`src/rtl/bcd_count_ctrl_pkg.sv`:
```
// Shared definitions for the two-digit BCD counter controller: FSM encoding,
// command opcodes and the BCD nibble saturation helper.
package bcd_count_ctrl_pkg;

    typedef enum logic [1:0] {
        ST_IDLE = 2'd0,
        ST_RUN  = 2'd1,
        ST_LOAD = 2'd2,
        ST_DONE = 2'd3
    } state_e;

    localparam logic [1:0] CMD_START     = 2'b00;
    localparam logic [1:0] CMD_STOP      = 2'b01;
    localparam logic [1:0] CMD_PRESET    = 2'b10;
    localparam logic [1:0] CMD_SET_LIMIT = 2'b11;

    function automatic logic [3:0] bcd_sat(input logic [3:0] d);
        return (d > 4'd9) ? 4'd9 : d;
    endfunction

endpackage

```
`src/rtl/bcd_count_ctrl_if.sv`:
```
// Command channel of the BCD counter controller: valid/ready handshake
// carrying an opcode and a two-digit BCD payload.
interface bcd_count_ctrl_if;
    logic       cmd_valid;
    logic       cmd_ready;
    logic [1:0] cmd_op;
    logic [7:0] cmd_data;

    modport master (output cmd_valid, cmd_op, cmd_data, input cmd_ready);
    modport slave  (input cmd_valid, cmd_op, cmd_data, output cmd_ready);
endinterface

```
`src/rtl/bcd_count_ctrl_limit_cmp.sv`:
```
// Sanitises command data to legal BCD and compares the external counter
// value against the terminal limit (equality only).
module bcd_limit_cmp
    import bcd_count_ctrl_pkg::*;
(
    input  logic [7:0] i_data,
    input  logic [3:0] i_cnt_a,
    input  logic [3:0] i_cnt_b,
    input  logic [7:0] i_limit,
    output logic [7:0] o_data_sat,
    output logic       o_at_limit
);
    assign o_data_sat = {bcd_sat(i_data[7:4]), bcd_sat(i_data[3:0])};
    assign o_at_limit = ({i_cnt_b, i_cnt_a} == i_limit);
endmodule

```
`src/rtl/bcd_count_ctrl.sv`:
```
// Controller for an external two-digit BCD counter: command-driven
// start/stop/preset, terminal limit detection with stop or wrap behaviour.
module bcd_count_ctrl
    import bcd_count_ctrl_pkg::*;
#(
    parameter logic [7:0] DEFAULT_LIMIT = 8'h99
) (
    input  logic             CLK,
    input  logic             Clear,
    bcd_count_ctrl_if.slave  cmd,
    input  logic             tick,
    input  logic             wrap_mode,
    input  logic [3:0]       cnt_a,
    input  logic [3:0]       cnt_b,
    output logic             cnt_en,
    output logic             cnt_load,
    output logic [3:0]       load_a,
    output logic [3:0]       load_b,
    output logic             cnt_clear_b,
    output logic             running,
    output logic             done,
    output logic             wrapped
);
    state_e     r_state, w_state_nxt;
    state_e     r_ret, w_ret_nxt;
    logic [7:0] r_limit, w_limit_nxt;
    logic [7:0] r_load_val, w_load_nxt;
    logic       r_done, w_done_nxt;
    logic       r_wrapped, w_wrapped_nxt;

    logic [7:0] w_data_sat;
    logic       w_at_limit;
    logic       w_acc, w_start, w_stop, w_preset, w_setlim, w_abort;

    bcd_limit_cmp u_cmp (
        .i_data     (cmd.cmd_data),
        .i_cnt_a    (cnt_a),
        .i_cnt_b    (cnt_b),
        .i_limit    (r_limit),
        .o_data_sat (w_data_sat),
        .o_at_limit (w_at_limit)
    );

    assign cmd.cmd_ready = (r_state != ST_LOAD) & ~Clear;
    assign w_acc    = cmd.cmd_valid & cmd.cmd_ready;
    assign w_start  = w_acc & (cmd.cmd_op == CMD_START);
    assign w_stop   = w_acc & (cmd.cmd_op == CMD_STOP);
    assign w_preset = w_acc & (cmd.cmd_op == CMD_PRESET);
    assign w_setlim = w_acc & (cmd.cmd_op == CMD_SET_LIMIT);
    // STOP/PRESET win over a same-cycle tick so the counter never moves under them
    assign w_abort  = w_stop | w_preset;

    assign cnt_en      = (r_state == ST_RUN) & tick & ~w_at_limit & ~w_abort;
    assign cnt_load    = (r_state == ST_LOAD);
    assign load_a      = r_load_val[3:0];
    assign load_b      = r_load_val[7:4];
    assign cnt_clear_b = ~Clear;
    assign running     = (r_state == ST_RUN);
    assign done        = r_done;
    assign wrapped     = r_wrapped;

    always_comb begin
        w_state_nxt   = r_state;
        w_ret_nxt     = r_ret;
        w_limit_nxt   = r_limit;
        w_load_nxt    = r_load_val;
        w_done_nxt    = 1'b0;
        w_wrapped_nxt = 1'b0;
        // limit compare this cycle still uses the old register value
        if (w_setlim) w_limit_nxt = w_data_sat;
        case (r_state)
            ST_IDLE: begin
                if (w_start) begin
                    w_state_nxt = ST_RUN;
                end else if (w_preset) begin
                    w_state_nxt = ST_LOAD;
                    w_ret_nxt   = ST_IDLE;
                    w_load_nxt  = w_data_sat;
                end
            end
            ST_RUN: begin
                if (w_stop) begin
                    w_state_nxt = ST_IDLE;
                end else if (w_preset) begin
                    w_state_nxt = ST_LOAD;
                    w_ret_nxt   = ST_RUN;
                    w_load_nxt  = w_data_sat;
                end else if (tick && w_at_limit) begin
                    if (wrap_mode) begin
                        w_state_nxt   = ST_LOAD;
                        w_ret_nxt     = ST_RUN;
                        w_load_nxt    = 8'h00;
                        w_wrapped_nxt = 1'b1;
                    end else begin
                        w_state_nxt = ST_DONE;
                        w_done_nxt  = 1'b1;
                    end
                end
            end
            ST_LOAD: w_state_nxt = r_ret;
            ST_DONE: begin
                if (w_start) begin
                    w_state_nxt = ST_LOAD;
                    w_ret_nxt   = ST_RUN;
                    w_load_nxt  = 8'h00;
                end else if (w_preset) begin
                    w_state_nxt = ST_LOAD;
                    w_ret_nxt   = ST_IDLE;
                    w_load_nxt  = w_data_sat;
                end else if (w_stop) begin
                    w_state_nxt = ST_IDLE;
                end
            end
            default: w_state_nxt = ST_IDLE;
        endcase
    end

    always_ff @(posedge CLK) begin
        if (Clear) begin
            r_state    <= ST_IDLE;
            r_ret      <= ST_IDLE;
            r_limit    <= DEFAULT_LIMIT;
            r_load_val <= 8'h00;
            r_done     <= 1'b0;
            r_wrapped  <= 1'b0;
        end else begin
            r_state    <= w_state_nxt;
            r_ret      <= w_ret_nxt;
            r_limit    <= w_limit_nxt;
            r_load_val <= w_load_nxt;
            r_done     <= w_done_nxt;
            r_wrapped  <= w_wrapped_nxt;
        end
    end
endmodule

```
`src/flat_wrapper.sv`:
```
// flat-port wrapper written by rule: the top's interface ports become plain ports
module bcd_count_ctrl_flat import bcd_count_ctrl_pkg::*;
#(
    parameter logic [7:0] DEFAULT_LIMIT = 8'h99
)
  (CLK, Clear, tick, wrap_mode, cnt_a, cnt_b, cnt_en, cnt_load, load_a, load_b, cnt_clear_b, running, done, wrapped, cmd_cmd_valid, cmd_cmd_op, cmd_cmd_data, cmd_cmd_ready);
  bcd_count_ctrl_if cmd_i ();
  input  logic CLK;
  input  logic Clear;
  input  logic tick;
  input  logic wrap_mode;
  input  logic [3:0] cnt_a;
  input  logic [3:0] cnt_b;
  output logic cnt_en;
  output logic cnt_load;
  output logic [3:0] load_a;
  output logic [3:0] load_b;
  output logic cnt_clear_b;
  output logic running;
  output logic done;
  output logic wrapped;
  input wire logic [$bits(cmd_i.cmd_valid)-1:0] cmd_cmd_valid;
  input wire logic [$bits(cmd_i.cmd_op)-1:0] cmd_cmd_op;
  input wire logic [$bits(cmd_i.cmd_data)-1:0] cmd_cmd_data;
  output wire logic [$bits(cmd_i.cmd_ready)-1:0] cmd_cmd_ready;
  assign cmd_i.cmd_valid = cmd_cmd_valid;
  assign cmd_i.cmd_op = cmd_cmd_op;
  assign cmd_i.cmd_data = cmd_cmd_data;
  assign cmd_cmd_ready = cmd_i.cmd_ready;
  bcd_count_ctrl #(.DEFAULT_LIMIT(DEFAULT_LIMIT)) u_core (.CLK(CLK), .Clear(Clear), .cmd(cmd_i), .tick(tick), .wrap_mode(wrap_mode), .cnt_a(cnt_a), .cnt_b(cnt_b), .cnt_en(cnt_en), .cnt_load(cnt_load), .load_a(load_a), .load_b(load_b), .cnt_clear_b(cnt_clear_b), .running(running), .done(done), .wrapped(wrapped));
endmodule
```
`config.mk`:
```
export PLATFORM = sky130hd
export DESIGN_NAME = bcd_count_ctrl_flat
export DESIGN_NICKNAME = d
export VERILOG_FILES = /design/src/rtl/bcd_count_ctrl_pkg.sv /design/src/rtl/bcd_count_ctrl_if.sv /design/src/rtl/bcd_count_ctrl_limit_cmp.sv /design/src/rtl/bcd_count_ctrl.sv /design/src/flat_wrapper.sv
export SDC_FILE = /design/constraint.sdc
export NUM_CORES = 1
export LEC_CHECK = 0
export ABC_AREA = 1
export BUFFER_PORTS_ARGS = -buffer_cell sky130_fd_sc_hd__buf_2
export CAP_MARGIN = 20
export CORE_UTILIZATION = 48
export DETAILED_ROUTE_END_ITERATION = 16
export PLACE_DENSITY = 0.77
export SKIP_LAST_GASP = 1
export SLEW_MARGIN = 20
export SYNTH_ARGS = -nofsm -noshare
export SYNTH_HDL_FRONTEND = slang
export SYNTH_SLANG_ARGS = --single-unit
```
`constraint.sdc`:
```
create_clock -name CLK -period 3.2 [get_ports CLK]
set_clock_uncertainty 0.2 [all_clocks]
set_input_delay 0.48 -clock CLK [delete_from_list [all_inputs] [get_ports CLK]]
set_output_delay 0.48 -clock CLK [all_outputs]
set_load 0.05 [all_outputs]
```
==> flow_summary_export.csv, run 1 <==
group,metric,value,unit
die,die_height,53.7,um
sta,setup_tns,0,ns
worst_setup_path,worst_ep_required_time,2.52,ns
sta,setup_ws,0.656,ns
sta,final_max_slew_violation_count,0,
layout,share_of_post_route_cells_with_drive_strength_above_1,21.3,%
synthesis,synth-seq-cells,22,
route,wl,2.86,mm
synthesis,synth-seq-area-share,34.3,%
worst_setup_path,source_of_the_critical_timing_path,"u_core.r_state[0]$_SDFFE_PP0P_",
clock_network,clock_path_buffers,2,
power_and_ir_drop,p_total,776,uW
die,die_width,53.7,um
sta,fin_crit,2.54,ns
synthesis,post_synth_inst_count,205,
placed_design,placement.setup.worst_slack,0.733,ns
sta,maxClockFrequency,393,MHz
worst_setup_path,critical_path.max_fanout,5,
die,area_of_the_core,0.00250,mm^2
sta,grt_setup_unrepaired,"false",
global_routing,grt_first_pass_wirelength,4.60,mm
sta,hold-worst-slack,0.226,ns
global_routing,grt_overflow_total,0,
worst_setup_path,origin_of_the_critical_flop_to_flop_path,"u_core.r_state[0]$_SDFFE_PP0P_",
placed_design,dp.final_hpwl,2.25,mm
layout,filler_cell_count,243,
global_routing,vias_in_the_first_global_route,1095,
placed_design,placed_cell_area,0.00150,mm^2
worst_setup_path,cp-end-kind,"output port",
synthesis,synth.net_count,228,
synthesis,asyncSetResetFlopFracSynth,0,%
die,fp-row-count,18,
power_and_ir_drop,static-leakage-power,0.862,nW
die,start_util,51.4,%
global_routing,grtUsageTotal,21.9,%
placed_design,gp_routability_congestion,0.884,
synthesis,count_of_flip_flops_with_a_built_in_enable_after_synthesis,0,
synthesis,synth_warnings,0,
synthesis,syn_area,0.00128,mm^2
route,drc,0,
clock_network,cts_setup_buffers,0,
sta,transition_time_of_the_tightest_slew_check_pin,0.490,ns
layout,insertedDiodeCount,0,
layout,final_area,0.00153,mm^2
global_routing,antenna_found_initial,0,
clock_network,cts_root_buffer,"sky130_fd_sc_hd__clkbuf_4",
worst_setup_path,cp_data_arrival_time,1.86,ns
clock_network,cts_hold_repair.buffers,0,
run_status,status,"finished clean",
synthesis,synth_flop_cell,"sky130_fd_sc_hd__dfxtp_1",
clock_network,clkTransAtPathRegs,0.13,ns
route,drt_iter0_drc,24,
synthesis,synth_cell_types,22,
global_routing,grt_max_degree,16,
route,wl_per_cell,10.4,um
placed_design,placement.io_buffers,37,
worst_hold_path,hold_path.startpoint,"cmd_cmd_data[3]",
sta,layout_worst_path_cycle_share,79.5,%
synthesis,post_synth.cell_area_avg,6.27,um^2
worst_setup_path,critical_path_class,"reg2out",
route,detailroute.via_count,1345,
sta,timing_hold_violations_final,0,
clock_network,cts_num_sinks,22,
layout,syn_to_final_growth,19.2,%
sta,final-setup-viol-count,0,
sta,slew-limit-headroom,67.2,%
clock_network,clock_latency,0.31,ns
clock_network,cts_tree,"built",
clock_network,h-tree-depth,1,
route,postRouteAntennaNets,0,
run,drv_cap,0,
power_and_ir_drop,power.density_cell_area,506,mW/mm^2
die,boundaryPins,38,
die,floorplan_die_area,0.00289,mm^2
clock_network,count_of_cells_resized_by_post_cts_repair,0,
route,post_drt_via_cell_ratio,4.91,
layout,nets,268,
worst_setup_path,setup.worst_path.start_class,"flip-flop",
route,detailedRoute.firstPassIterationCount,6,
worst_hold_path,hold_path_class,"in2reg",
clock_network,cts_made_buffers,3,
power_and_ir_drop,ir_drop,298,uV
## logic make-up (layout without fill, tap and decap cells)
logic type                Yosys count  in the layout  synth area share, %
and+or+nand+nor                   121            121                 40.0
buffers and inverters              36             75                 11.2
DFF                                22             22                 34.3
AOI/OAI and AO/OA                  20             20                 10.4
xor gates and xnor gates            6              6                 4.09
## sequential cells by signal (all words and copies together), names as in the netlist
signal / cells
u_core.r_load_val: 8
u_core.r_limit: 8
u_core.r_ret: 2
u_core.r_state: 2
u_core.done: 1
u_core.wrapped: 1
## power breakdown
group | internal (mW) | total (mW) | leakage, nW | switching [mW]
clock | 0.0695 | 0.157 | 0.0210 | 0.0877
combinational | 0.0948 | 0.306 | 0.662 | 0.211
sequential | 0.296 | 0.312 | 0.179 | 0.0167
## cells in the mapped netlist, types with 2 or more instances
master | instances | area (um^2)
sky130_fd_sc_hd__nand2_1 | 51 | 191
sky130_fd_sc_hd__nor2_1 | 42 | 158
sky130_fd_sc_hd__inv_1 | 30 | 113
sky130_fd_sc_hd__dfxtp_1 | 22 | 440
sky130_fd_sc_hd__nand3_1 | 18 | 90.1
sky130_fd_sc_hd__o211ai_1 | 8 | 60.1
sky130_fd_sc_hd__xnor2_1 | 6 | 52.6
sky130_fd_sc_hd__a21oi_1 | 5 | 25.0
sky130_fd_sc_hd__o21ai_0 | 5 | 25.0
sky130_fd_sc_hd__inv_2 | 3 | 11.3
sky130_fd_sc_hd__nand2_2 | 2 | 12.5
sky130_fd_sc_hd__nand3_2 | 2 | 20.0
sky130_fd_sc_hd__nand4_1 | 2 | 12.5
## worst max-delay path, cell delays in order (launching register included)
cell and delay, ns:
sky130_fd_sc_hd__dfxtp_1 0.39, sky130_fd_sc_hd__inv_1 0.08, sky130_fd_sc_hd__nor2_1 0.39, sky130_fd_sc_hd__nand2_1 0.14, sky130_fd_sc_hd__nor2_1 0.14, sky130_fd_sc_hd__inv_1 0.07
sky130_fd_sc_hd__nor2_1 0.09, sky130_fd_sc_hd__buf_2 0.26
## final cells by class
cell class	instances	area [um^2]	share of cell area [%]
tap	30	37.5	2.45
clock buffer	4	36.3	2.37
multi-input combinational	147	701	45.8
timing repair buffer	38	193	12.6
sequential	22	440	28.8
inverter	33	124	8.09
## metrics by stage
stage	util [%]	std cells
floorplan	-	205
global placement	59.8	270
detailed placement	59.8	270
CTS	61.3	274
global route	61.3	274
finish	61.3	274
## cells in the final DEF, fill, tap and decap left out, types with 3 or more instances in the layout
| master | netlist | routed |
|---|---|---|
| sky130_fd_sc_hd__o211ai_1 | 8 | 8 |
| sky130_fd_sc_hd__a21oi_1 | 5 | 5 |
| sky130_fd_sc_hd__inv_2 | 3 | 3 |
| sky130_fd_sc_hd__xnor2_1 | 6 | 6 |
| sky130_fd_sc_hd__nand2_1 | 51 | 51 |
| sky130_fd_sc_hd__buf_2 | 1 | 37 |
| sky130_fd_sc_hd__o21ai_0 | 5 | 5 |
| sky130_fd_sc_hd__nor2_1 | 42 | 42 |
| sky130_fd_sc_hd__dfxtp_1 | 22 | 22 |
| sky130_fd_sc_hd__inv_1 | 30 | 30 |
| sky130_fd_sc_hd__nand3_1 | 18 | 18 |
| sky130_fd_sc_hd__clkbuf_4 | 0 | 3 |
## final timing paths
path                                            end  slack (ns)  cells past startpoint
setup / recovery                             cnt_en        0.66                      7
hold / removal       u_core.r_limit[3]$_SDFFE_PP1P_        0.23                      3
setup reg to reg  u_core.r_load_val[2]$_SDFFE_PP0P_        1.33                     10
hold reg to reg        u_core.r_ret[0]$_SDFFE_PP0P_        0.28                      2
## layer usage
| layer | GRT usage, % | wire length [um] | vias to the layer above | part of all wire [%] |
|---|---|---|---|---|
| met4 | 7.89 | 55 | 0 | 1.9 |
| li1 | - | - | 721 | - |
| met1 | 28.6 | 1360 | 567 | 48 |
| met3 | 3.39 | 173 | 7 | 6.0 |
| met5 | 0 | 0 | - | 0 |
| met2 | 36.0 | 1270 | 50 | 44 |
Power figures use the tool's default switching activity.
==> run 2: changes to the inputs <==
--- a/config.mk
+++ b/config.mk
@@ -8,7 +8,7 @@
 export ABC_AREA = 1
 export BUFFER_PORTS_ARGS = -buffer_cell sky130_fd_sc_hd__buf_2
 export CAP_MARGIN = 20
-export CORE_UTILIZATION = 48
+export CORE_UTILIZATION = 46
 export DETAILED_ROUTE_END_ITERATION = 16
 export PLACE_DENSITY = 0.77
 export SKIP_LAST_GASP = 1
==> constraint.sdc (replaced) <==
create_clock -name CLK -period 2.1 [get_ports CLK]
set_clock_uncertainty 0.2 [all_clocks]
set_input_delay 0.315 -clock CLK [delete_from_list [all_inputs] [get_ports CLK]]
set_output_delay 0.315 -clock CLK [all_outputs]
set_load 0.05 [all_outputs]
==> run 2 against run 1 <==
  * Global-route usage rose by 0.43 points
  * Utilization up 3.2 points
  * Worst setup slack worse by 0.62 ns
  * Combinational power is 71% higher
  * Sequential power is 57% higher
  * Total power grew 74%
  * Via count up 2.2%
  * Routed wire length grew 8.1%
  * Clock-buffer cell count shrank 1
  * Cell area up 8.0%
  * Critical path depth increased by 2
  * Hold slack got worse by 0.17 ns
==> flow_summary_export.csv, run 2 (synthesis gave the netlist of run 1 again) <==
group,metric,value,unit
placed_design,placement.setup.worst_slack,0.114,ns
worst_setup_path,critical_path.max_fanout,7,
global_routing,vias_in_the_first_global_route,1185,
placed_design,gp_routability_congestion,0.968,
die,die_height,54.9,um
clock_network,h-tree-depth,1,
sta,timing_hold_violations_final,0,
layout,syn_to_final_growth,28.7,%
sta,final_max_slew_violation_count,0,
power_and_ir_drop,power.density_cell_area,817,mW/mm^2
worst_setup_path,r2r.worst_path.cells,10,
run_status,status,"finished clean",
layout,insertedDiodeCount,0,
route,wl_per_cell,11.0,um
layout,layout.cells.most_common,"sky130_fd_sc_hd__nand2_1",
layout,nets,275,
worst_setup_path,cp-end-kind,"output port",
route,detailedRoute.firstPassIterationCount,4,
placed_design,dp.final_hpwl,2.22,mm
worst_setup_path,rr_endpoint,"u_core.r_load_val[3]$_SDFFE_PP0P_",
layout,final_area,0.00165,mm^2
worst_setup_path,source_of_the_critical_timing_path,"u_core.r_state[1]$_SDFFE_PP0P_",
power_and_ir_drop,p_total,1.35,mW
global_routing,grt_overflow_total,0,
route,postRouteAntennaNets,0,
die,die_width,54.9,um
route,drc,0,
clock_network,cts_num_sinks,22,
worst_hold_path,whs_endpoint,"u_core.r_limit[7]$_SDFFE_PP1P_",
global_routing,antenna_found_initial,0,
placed_design,placed_cell_area,0.00154,mm^2
sta,setup_ws,0.0400,ns
die,floorplan_die_area,0.00301,mm^2
worst_setup_path,worst_ep_required_time,1.58,ns
layout,final_cell_mix,"sky130_fd_sc_hd__nand2_1 (48), sky130_fd_sc_hd__nor2_1 (37), sky130_fd_sc_hd__buf_2 (36), sky130_fd_sc_hd__inv_1 (28), sky130_fd_sc_hd__dfxtp_1 (20)",
run,drv_cap,0,
clock_network,cts_root_buffer,"sky130_fd_sc_hd__clkbuf_4",
sta,slew-limit-headroom,82.6,%
power_and_ir_drop,ir_drop,760,uV
clock_network,clock_latency,0.32,ns
die,boundaryPins,38,
layout,filler_cell_count,244,
sta,hold-worst-slack,0.0551,ns
clock_network,clkTransAtPathRegs,0.13,ns
worst_setup_path,cp_data_arrival_time,1.55,ns
route,detailroute.via_count,1374,
sta,layout_worst_path_cycle_share,98.1,%
sta,fin_crit,2.06,ns
sta,transition_time_of_the_tightest_slew_check_pin,0.263,ns
worst_hold_path,hold_depth,3,
global_routing,grt_max_degree,15,
layout,share_of_post_route_cells_with_drive_strength_above_1,28.3,%
layout,util_after_layout,64.4,%
die,start_util,50.0,%
worst_hold_path,hold_path_class,"in2reg",
worst_hold_path,hold_path.startpoint,"cmd_cmd_data[7]",
power_and_ir_drop,static-leakage-power,0.909,nW
worst_setup_path,critical_path_class,"reg2out",
worst_setup_path,origin_of_the_critical_flop_to_flop_path,"u_core.r_state[0]$_SDFFE_PP0P_",
layout,biggestRegsByFlops,"u_core.r_limit: 8 flops, u_core.r_load_val: 8 flops",
placed_design,placement.io_buffers,37,
sta,maxClockFrequency,485,MHz
route,post_drt_via_cell_ratio,4.89,
worst_setup_path,setup.worst_path.start_class,"flip-flop",
clock_network,clock_path_buffers,2,
global_routing,grtUsageTotal,22.4,%
global_routing,grt_first_pass_wirelength,4.71,mm
sta,final-setup-viol-count,0,
clock_network,cts_made_buffers,3,
die,area_of_the_core,0.00257,mm^2
die,fp-row-count,18,
worst_setup_path,reg2reg_slack,0.40,ns
route,wl,3.09,mm
clock_network,cts_tree,"built",
route,drt_iter0_drc,29,
run 2: cell types whose count changed in the layout (fill, tap and decap cells not counted), moves of 2 or more:
cell | before | now
sky130_fd_sc_hd__nand2_1 | 51 | 48
sky130_fd_sc_hd__nor2_2 | 1 | 3
sky130_fd_sc_hd__nand2_2 | 2 | 4
sky130_fd_sc_hd__nor2_4 | 0 | 3
sky130_fd_sc_hd__buf_4 | 1 | 8
sky130_fd_sc_hd__nor2_1 | 42 | 37
sky130_fd_sc_hd__inv_1 | 30 | 28
sky130_fd_sc_hd__dfxtp_1 | 22 | 20
run 2: metal layers:
layer | global-route usage [%] | up-vias | part of all wire, %
li1 | - | 735 | -
met1 | 27.8 | 580 | 49
met2 | 36.7 | 48 | 45
met3 | 3.61 | 11 | 3.7
met4 | 11.1 | 0 | 2.7
met5 | 0 | - | 0
run 2: worst max path at each step:
stage	endpoint	cells after the start
after floorplan	cnt_en	6
after global placement	cnt_en	9
after detailed placement	cnt_en	9
after CTS	cnt_en	10
after global routing	cnt_en	9
final	cnt_en	9
run 2: per-stage QoR:
step                instances  TNS, ns
floorplan                 205        0
global placement          274        0
detailed placement        274        0
CTS                       280        0
global route              281  -0.0339
finish                    281        0
run 2: what timing repair did:
item | 4_1_cts | 5_1_grt
setup endpoints to repair | 1 | 1
endpoints found under the hold margin | 0 | 0
gates resized for setup | 8 | 8
hold buffers | 0 | 0
pin swaps | 2 | 2
gates cloned | 0 | 0
buffers inserted | 2 | 1
run 2: final cells by class:
| type | count | area [um^2] | share of cell area, % |
|---|---|---|---|
| Clock buffer | 3 | 22.5 | 1.36 |
| Clock inverter | 1 | 30.0 | 1.82 |
| Sequential cell | 22 | 445 | 26.9 |
| Tap cell | 30 | 37.5 | 2.27 |
| Inverter | 33 | 126 | 7.64 |
| Timing Repair Buffer | 45 | 251 | 15.2 |
| Multi-Input combinational cell | 147 | 741 | 44.8 |
run 2: where the power goes:
group | switching, mW | internal, mW
Clock | 0.144 | 0.193
Combinational | 0.351 | 0.173
Sequential | 0.0347 | 0.455
Total | 0.530 | 0.821
run 2: critical path, stage by stage, from the launching register on:
cell                      delay, ns
sky130_fd_sc_hd__dfxtp_4       0.43
sky130_fd_sc_hd__nand2_4       0.08
sky130_fd_sc_hd__nand3_2       0.08
sky130_fd_sc_hd__inv_2         0.06
sky130_fd_sc_hd__nand2_2       0.08
sky130_fd_sc_hd__nand2_2       0.08
sky130_fd_sc_hd__nor2_4        0.10
sky130_fd_sc_hd__inv_2         0.06
sky130_fd_sc_hd__nor2_4        0.10
sky130_fd_sc_hd__buf_6         0.16
